<file path="src/rtl/fifo_thresh_if.sv">
// Bus bundle for fifo_thresh: write/read handshake, threshold inputs and status outputs.
// The master side drives requests and bounds; the slave side is the FIFO.
interface fifo_thresh_if #(
   parameter int DATA_WIDTH = 10,
   parameter int ADDR_WIDTH = 3
) ();
   logic                  push;
   logic [DATA_WIDTH-1:0] data_in;
   logic                  pop;
   logic [ADDR_WIDTH-1:0] low_bound;
   logic [ADDR_WIDTH-1:0] up_bound;
   logic [DATA_WIDTH-1:0] data_out;
   logic                  valid_out;
   logic                  empty;
   logic                  full;
   logic                  almost_empty;
   logic                  almost_full;
   logic                  error;
   logic [ADDR_WIDTH:0]   count;

   modport master (
      output push, data_in, pop, low_bound, up_bound,
      input  data_out, valid_out, empty, full, almost_empty, almost_full, error, count
   );

   modport slave (
      input  push, data_in, pop, low_bound, up_bound,
      output data_out, valid_out, empty, full, almost_empty, almost_full, error, count
   );
endinterface

</file>
<file path="src/rtl/fifo_thresh.sv">
// Single-clock FIFO with live almost-empty/almost-full thresholds and a registered read port.
// Define FIFO_STICKY_ERR_EN to make error latch until reset instead of pulsing for one cycle.
module fifo_thresh #(
   parameter int DATA_WIDTH = 10,
   parameter int ADDR_WIDTH = 3
) (
   input  logic          clk,
   input  logic          reset,
   fifo_thresh_if.slave  bus
);

   localparam int unsigned             DEPTH    = 2 ** ADDR_WIDTH;
   localparam logic [ADDR_WIDTH:0]     DEPTH_C  = DEPTH[ADDR_WIDTH:0];
   localparam logic [ADDR_WIDTH:0]     CNT_ZERO = {(ADDR_WIDTH + 1){1'b0}};
   localparam logic [ADDR_WIDTH:0]     CNT_ONE  = {{ADDR_WIDTH{1'b0}}, 1'b1};
   localparam logic [ADDR_WIDTH-1:0]   PTR_ZERO = {ADDR_WIDTH{1'b0}};
   localparam logic [ADDR_WIDTH-1:0]   PTR_ONE  = CNT_ONE[ADDR_WIDTH-1:0];
   localparam logic [DATA_WIDTH-1:0]   DAT_ZERO = {DATA_WIDTH{1'b0}};

   logic [DATA_WIDTH-1:0] mem_q [DEPTH];
   logic [DATA_WIDTH-1:0] mem_d [DEPTH];
   logic [ADDR_WIDTH-1:0] wr_ptr_q, wr_ptr_d;
   logic [ADDR_WIDTH-1:0] rd_ptr_q, rd_ptr_d;
   logic [ADDR_WIDTH:0]   count_q, count_d;
   logic [DATA_WIDTH-1:0] data_out_q, data_out_d;
   logic                  valid_out_q, valid_out_d;
   logic                  error_q, error_d;

   logic empty_s, full_s, rd_acc_s, wr_acc_s, ovf_s, unf_s, err_evt_s;

   function automatic logic next_error(input logic prev, input logic evt);
`ifdef FIFO_STICKY_ERR_EN
      next_error = prev | evt;
`else
      next_error = evt | (prev & 1'b0);
`endif
   endfunction

   // Occupancy flags and request acceptance; a pop on a full FIFO frees the slot for a same-cycle push.
   always_comb begin
      empty_s   = (count_q == CNT_ZERO);
      full_s    = (count_q == DEPTH_C);
      rd_acc_s  = bus.pop & ~empty_s;
      wr_acc_s  = bus.push & (~full_s | rd_acc_s);
      ovf_s     = bus.push & full_s & ~rd_acc_s;
      unf_s     = bus.pop & empty_s;
      err_evt_s = ovf_s | unf_s;
   end

   // Pointer, count, read-port and error next state; reset overrides any request.
   always_comb begin
      wr_ptr_d    = wr_ptr_q;
      rd_ptr_d    = rd_ptr_q;
      count_d     = count_q;
      data_out_d  = data_out_q;
      valid_out_d = 1'b0;
      error_d     = error_q;
      if (!reset) begin
         wr_ptr_d    = PTR_ZERO;
         rd_ptr_d    = PTR_ZERO;
         count_d     = CNT_ZERO;
         data_out_d  = DAT_ZERO;
         valid_out_d = 1'b0;
         error_d     = 1'b0;
      end else begin
         if (wr_acc_s) begin
            wr_ptr_d = wr_ptr_q + PTR_ONE;
         end else begin
            wr_ptr_d = wr_ptr_q;
         end
         if (rd_acc_s) begin
            rd_ptr_d    = rd_ptr_q + PTR_ONE;
            data_out_d  = mem_q[rd_ptr_q];
            valid_out_d = 1'b1;
         end else begin
            rd_ptr_d    = rd_ptr_q;
            data_out_d  = data_out_q;
            valid_out_d = 1'b0;
         end
         case ({wr_acc_s, rd_acc_s})
            2'b10:   count_d = count_q + CNT_ONE;
            2'b01:   count_d = count_q - CNT_ONE;
            default: count_d = count_q;
         endcase
         error_d = next_error(error_q, err_evt_s);
      end
   end

   // Storage next state: only an accepted push outside reset touches the array.
   always_comb begin
      for (int i = 0; i < int'(DEPTH); i++) begin
         mem_d[i] = mem_q[i];
      end
      if (reset && wr_acc_s) begin
         mem_d[wr_ptr_q] = bus.data_in;
      end else begin
         mem_d[wr_ptr_q] = mem_q[wr_ptr_q];
      end
   end

   // Control and read-port registers.
   always_ff @(posedge clk) begin
      wr_ptr_q    <= wr_ptr_d;
      rd_ptr_q    <= rd_ptr_d;
      count_q     <= count_d;
      data_out_q  <= data_out_d;
      valid_out_q <= valid_out_d;
      error_q     <= error_d;
   end

   // Storage array; deliberately not cleared by reset.
   always_ff @(posedge clk) begin
      for (int i = 0; i < int'(DEPTH); i++) begin
         mem_q[i] <= mem_d[i];
      end
   end

   assign bus.data_out     = data_out_q;
   assign bus.valid_out    = valid_out_q;
   assign bus.error        = error_q;
   assign bus.count        = count_q;
   assign bus.empty        = empty_s;
   assign bus.full         = full_s;
   assign bus.almost_empty = (count_q <= {1'b0, bus.low_bound});
   assign bus.almost_full  = (count_q >= {1'b0, bus.up_bound});

endmodule

</file>
<file path="src/flat_wrapper.sv">
// flat-port wrapper written by rule: the top's interface ports become plain ports
module fifo_thresh_flat 
#(
   parameter int DATA_WIDTH = 10,
   parameter int ADDR_WIDTH = 3
)
  (clk, reset, bus_push, bus_data_in, bus_pop, bus_low_bound, bus_up_bound, bus_data_out, bus_valid_out, bus_empty, bus_full, bus_almost_empty, bus_almost_full, bus_error, bus_count);
  fifo_thresh_if #(.DATA_WIDTH(DATA_WIDTH), .ADDR_WIDTH(ADDR_WIDTH)) bus_i ();
  input  logic clk;
  input  logic reset;
  input wire logic [$bits(bus_i.push)-1:0] bus_push;
  input wire logic [$bits(bus_i.data_in)-1:0] bus_data_in;
  input wire logic [$bits(bus_i.pop)-1:0] bus_pop;
  input wire logic [$bits(bus_i.low_bound)-1:0] bus_low_bound;
  input wire logic [$bits(bus_i.up_bound)-1:0] bus_up_bound;
  output wire logic [$bits(bus_i.data_out)-1:0] bus_data_out;
  output wire logic [$bits(bus_i.valid_out)-1:0] bus_valid_out;
  output wire logic [$bits(bus_i.empty)-1:0] bus_empty;
  output wire logic [$bits(bus_i.full)-1:0] bus_full;
  output wire logic [$bits(bus_i.almost_empty)-1:0] bus_almost_empty;
  output wire logic [$bits(bus_i.almost_full)-1:0] bus_almost_full;
  output wire logic [$bits(bus_i.error)-1:0] bus_error;
  output wire logic [$bits(bus_i.count)-1:0] bus_count;
  assign bus_i.push = bus_push;
  assign bus_i.data_in = bus_data_in;
  assign bus_i.pop = bus_pop;
  assign bus_i.low_bound = bus_low_bound;
  assign bus_i.up_bound = bus_up_bound;
  assign bus_data_out = bus_i.data_out;
  assign bus_valid_out = bus_i.valid_out;
  assign bus_empty = bus_i.empty;
  assign bus_full = bus_i.full;
  assign bus_almost_empty = bus_i.almost_empty;
  assign bus_almost_full = bus_i.almost_full;
  assign bus_error = bus_i.error;
  assign bus_count = bus_i.count;
  fifo_thresh #(.DATA_WIDTH(DATA_WIDTH), .ADDR_WIDTH(ADDR_WIDTH)) u_core (.clk(clk), .reset(reset), .bus(bus_i));
endmodule
</file>
<file path="config.mk">
export PLATFORM = sky130hd
export DESIGN_NAME = fifo_thresh_flat
export DESIGN_NICKNAME = d
export VERILOG_FILES = /design/src/rtl/fifo_thresh_if.sv /design/src/rtl/fifo_thresh.sv /design/src/flat_wrapper.sv
export SDC_FILE = /design/constraint.sdc
export NUM_CORES = 1
export LEC_CHECK = 0
export BUFFER_PORTS_ARGS = -buffer_cell sky130_fd_sc_hd__buf_2
export CORE_MARGIN = 1
export CORE_UTILIZATION = 35
export CTS_BUF_LIST = sky130_fd_sc_hd__clkbuf_8 sky130_fd_sc_hd__clkbuf_16
export CTS_CLUSTER_SIZE = 28
export DETAILED_ROUTE_END_ITERATION = 8
export GPL_ROUTABILITY_DRIVEN = 0
export GPL_TIMING_DRIVEN = 0
export PLACE_DENSITY = 0.52
export SYNTH_ARGS = -nofsm -noshare
export SYNTH_HDL_FRONTEND = slang
export SYNTH_SLANG_ARGS = --single-unit
</file>
<file path="constraint.sdc">
create_clock -name clk -period 3.7 [get_ports clk]
set_input_delay 1.11 -clock clk [delete_from_list [all_inputs] [get_ports clk]]
set_output_delay 1.11 -clock clk [all_outputs]
set_load 0.03 [all_outputs]
</file>
; ---- Word level (Yosys, flattened, before mapping)
; Memory sizes are Yosys's and may differ from the RTL's. A register that Yosys moved wholly into a read port is not among the register bits.
; Index checks and enable logic that the tools add are counted.
[totals]
output_inout_bits = 20
ff_bits = 12
ram_bits = 80
mem_count = 1
[classes]
n_reduce_logical = 5
mux = 9
bitwise = 11
n_eq_ne = 3
magnitude_cmp = 4
addsub = 4
[memory_table]
columns = memory, words, width, read_ports, rd_ports_with_merged_regs, write_ports, line
row1 = u_core.mem_q, 8, 10, 10, 2, 8, fifo_thresh.sv:20  ; logic [DATA_WIDTH-1:0] mem_q [DEPTH];
[op_table]
columns = op, count
row1 = $bwmux 80, 2
row2 = $mux 80, 1
row3 = $demux 10 s3, 1
row4 = $mux 10, 1
row5 = $pmux 4 s2, 1
row6 = $add 3x1->3 const B, 2
row7 = $mux 3, 2
row8 = $and 1x1->1, 5
row9 = $add 4x1->4 const B, 1
row10 = $eq 4x4->1 const B, 1
row11 = $ge 4x3->1, 1
row12 = $ge 4x4->1 const B, 1
row13 = $le 4x3->1, 1
row14 = $logic_not 4->1, 1
row15 = $lt 4x1->1 const B, 1
row16 = $not 3->4, 1
row17 = $sub 4x1->4 const B, 1
row18 = $not 1->1, 3
row19 = $eq 2x1->1 const B, 1
row20 = $eq 2x2->1 const B, 1
row21 = $logic_and 1x1->1, 2
row22 = $or 1x1->1, 2
row23 = $reduce_bool 2->1, 1
row24 = $logic_not 1->1, 1
row25 = $mux 1, 1

; ---- Logic depth before layout (Yosys ltp)
[logic_depth]
word_depth = 7
depth_mapped = 11
ltp_nobuf = 9

; ---- Worst setup path after synthesis
; OpenSTA, ideal clock, no wires.
[synth_timing]
path_kind = input to output
from = input port bus_low_bound[1]
to = output port bus_almost_empty
setup_slack_ps = 387
stages = 6
arrival_time_ps = 2203
t_required_ps = 2590
path_cell_list = inv_1 ha_1 nor2b_1 o21ai_0 nand2b_1 a21oi_1
[synth_between]
elab_chain_len = 1
[synth_lines]
columns = item, line
row1 = start: declaration, flat_wrapper.sv:14  ; input wire logic [$bits(bus_i.low_bound)-1:0] bus_low_bound;
row2 = $le 4x3->1, fifo_thresh.sv:124  ; assign bus.almost_empty = (count_q <= {1'b0, bus.low_bound});
row3 = end: declaration, flat_wrapper.sv:20  ; output wire logic [$bits(bus_i.almost_empty)-1:0] bus_almost_empty;
; Every way passes these cells.

; ---- Worst setup path in the final report
[layout_timing]
from = input port bus_up_bound[0]
to = output port bus_almost_full
[layout_between]
elab_chain_len = 1
[layout_lines]
columns = item, line
row1 = start: declaration, flat_wrapper.sv:15  ; input wire logic [$bits(bus_i.up_bound)-1:0] bus_up_bound;
row2 = $ge 4x3->1, fifo_thresh.sv:125  ; assign bus.almost_full = (count_q >= {1'b0, bus.up_bound});
row3 = end: declaration, flat_wrapper.sv:21  ; output wire logic [$bits(bus_i.almost_full)-1:0] bus_almost_full;
; Every way passes these cells.

==> flow_metrics.tcl <==
set metrics [dict create \
    syn_area_per_cell_um2 13.8 \
    cpPeakStageDelay_ns 0.28 \
    status "complete, no violations" \
    drt_iter0_drc 174 \
    grt-ovfl-total 0 \
    crit_fanout 1 \
    ios 40 \
    drt.antenna.violating_nets 0 \
    finalSetupViolations 0 \
    layout-drive-gt1-share_pct 27.0 \
    syn2layout_area_growth_pct 13.4 \
    start_util_pct 35.8 \
    crit_path_end_kind "output pin" \
    cts_hold_buf 0 \
    core_area_mm2 0.0152 \
    ys_seq_area_share_pct 53.4 \
    ys_warn_count 0 \
    rsz0062_at_grt "no" \
    track_usage_pct 18.4 \
    routed_wl_mm 13.8 \
    die_w_um 127 \
    postLayoutCellArea_mm2 0.00617 \
    n_antenna_cell 0 \
    dieArea_mm2 0.0160 \
    antenna_found_initial 0 \
    stdcell_count 636 \
    synth-edff-count 80 \
    synthArstFlopShare_pct 0 \
    holdWs_ns 0.508 \
    cts_buffer_depth 2 \
    post_cts_resized 0 \
    finish.net_count 474 \
    worstReg2RegStart "u_core.bus.count[3]" \
    synth_top_area_share_pct 44.2 \
    cp_top_family "compound AO/OA/AOI/OAI gates" \
    cts_setup_buffers 0 \
    grt_pass1_wl_mm 21.2 \
    finalMaxSlewViolations 0 \
    critical_path_class "in -> out" \
    worst-path-buf-inv 2 \
    worstSetupStartpointType "primary input" \
    hold_start "u_core.bus.data_out[2]" \
    yosysTopAreaCell "edfxtp_1" \
    cts_buffers 9 \
    vias 3402 \
    die_height_um 127 \
    worstMarginPinSlew_ns 0.846 \
    post-route-period-util_pct 90.6 \
    yosys_most_used_dff "edfxtp_1" \
    synth_seq_cells 105 \
    peakVddDrop_mv 0.292 \
    cpMostUsedCell "buf_2" \
    cp_data_arrival_time_ns 2.24 \
    synth_cells 393 \
    skew_ns 0.0116 \
    syn_area_mm2 0.00544 \
    grt_pass1_vias 3492 \
    max_freq_mhz 298 \
    clkTransAtPathRegs_ns 0.07 \
    wl_per_cell_um 21.7 \
    hp-class "reg -> reg" \
    synth_area_leaders "edfxtp_1 (44%), mux4_2 (11%), dfxtp_1 (9.2%)" \
    place_hpwl_mm 9.26 \
    via_per_inst 5.35 \
    cts_sinks 105 \
    required_ns 2.59 \
    period_needed_ns 3.35 \
    io_buffers 39 \
    crit_start "bus_up_bound[0]" \
    p_leak_nw 2.33 \
    dp_slack_ns 0.158 \
    tns_ns 0 \
    synth_nets 424 \
    cp_slowest_cell "a211o_1" \
    yosysUniqueCellTypes 40 \
    grt_max_degree 18 \
    setup_ws_ns 0.348 \
    final_hold_viol_count 0 \
    clkLatencyLatePin_ns 0.36 \
    slew_headroom_pct 43.6 \
    placed_cell_area_mm2 0.00587 \
    path_cells "buf_2, ha_1, nand2b_1, a21o_1, a211o_1, buf_2" \
    firstDrtPassIters 4 \
    max_cap_violations 0 \
    clk_root_buffer_cell "clkbuf_16" \
    num-fill-cells 1424 \
    drcViolationCount 0 \
    placed_cells 620 \
    num_rows 45 \
    p_per_area_mw_per_mm2 657 \
    cts_tree "yes" \
    cts_htree_levels 3 \
]
-- cell usage in the layout, fill, tap and decap left out, types with 9 or more instances in the layout --
| master | n |
|---|---|
| ha_1 | 11 |
| nor2_1 | 83 |
| edfxtp_1 | 80 |
| clkbuf_16 | 9 |
| clkbuf_1 | 19 |
| mux4_2 | 27 |
| o22ai_1 | 9 |
| mux2i_4 | 9 |
| o21ai_0 | 15 |
| buf_2 | 45 |
| mux4_1 | 13 |
| inv_1 | 16 |
| mux2_2 | 9 |
| dfxtp_1 | 25 |
-- logic make-up (layout without fill, tap and decap cells) --
group	Yosys count	after routing	synth area share, %
adder cells (fa/ha/maj)	11	11	2.53
multiplexers	65	65	24.5
XOR/XNOR	7	7	1.13
AO/OA/AOI/OAI	35	35	3.96
buffers and inverters	42	97	3.61
flip-flops	105	105	53.4
AND/OR/NAND/NOR	128	128	10.9
-- stage by stage --
step	total power, mW	utilization (%)
floorplan	2.70	-
global placement	3.07	38.6
detailed placement	3.10	38.6
CTS	4.08	40.6
global route	4.25	40.6
finish	4.05	40.6
-- routing by layer --
metal | part of all wire [%] | global-route usage (%) | vias to the layer above
li1 | - | - | 1572
met5 | 0 | 0 | -
met2 | 51 | 32.2 | 100
met1 | 42 | 22.8 | 1716
met4 | 1.6 | 7.16 | 0
met3 | 5.9 | 3.04 | 14
-- cell type report --
cell class                 instances  area (µm²)  area share, %
buffer                            28         144           2.33
clock buffer                      10         239           3.88
clock inverter                     6        60.1          0.974
inverter                          14        52.6          0.852
multi-input combinational        246        2340           37.9
sequential                       105        2900           47.1
tap                              188         235           3.81
timing repair buffer              39         195           3.17
-- flip-flops by register name, indices dropped and copies added (netlist names), named ones only --
| register | cells |
|---|---|
| u_core.mem_q | 80 |
| u_core.wr_ptr_q | 3 |
| u_core.bus.valid_out | 1 |
| u_core.bus.error | 1 |
| u_core.bus.count | 4 |
| u_core.rd_ptr_q | 3 |
| u_core.bus.data_out | 10 |
-- final timing paths --
kind,end,cells past startpoint,slack [ns]
setup / recovery,bus_almost_full,6,0.35
hold / removal,u_core.bus.data_out[2],2,0.51
setup reg to reg,u_core.bus.count[2],11,0.74
hold reg to reg,u_core.bus.data_out[2],2,0.51
-- report_power, final --
group / switching (mW) / internal (mW)
logic: 0.889 / 0.630
clock network: 0.445 / 0.542
registers: 0.0983 / 1.45
total: 1.43 / 2.62
-- cell usage after synthesis (8+ instances only) --
cell      number
and2_1         8
nor2_2         8
o21ai_0       15
clkbuf_1      19
o22ai_1        9
mux2i_4        9
ha_1          11
inv_1         14
mux2_2         9
mux4_2        27
dfxtp_1       25
edfxtp_1      80
nor2_1        83
mux4_1        13
-- worst reg2reg max path: cells and delay by family (launching register included) --
kind / cells / cell delay [ns]
compound gates: 3 / 0.39
xor+xnor: 2 / 0.32
fa+ha+maj: 2 / 0.51
buf+inv: 3 / 1.05
flops: 1 / 0.32
simple gates: 1 / 0.30
Note: power is estimated with default switching activity, not from simulation.
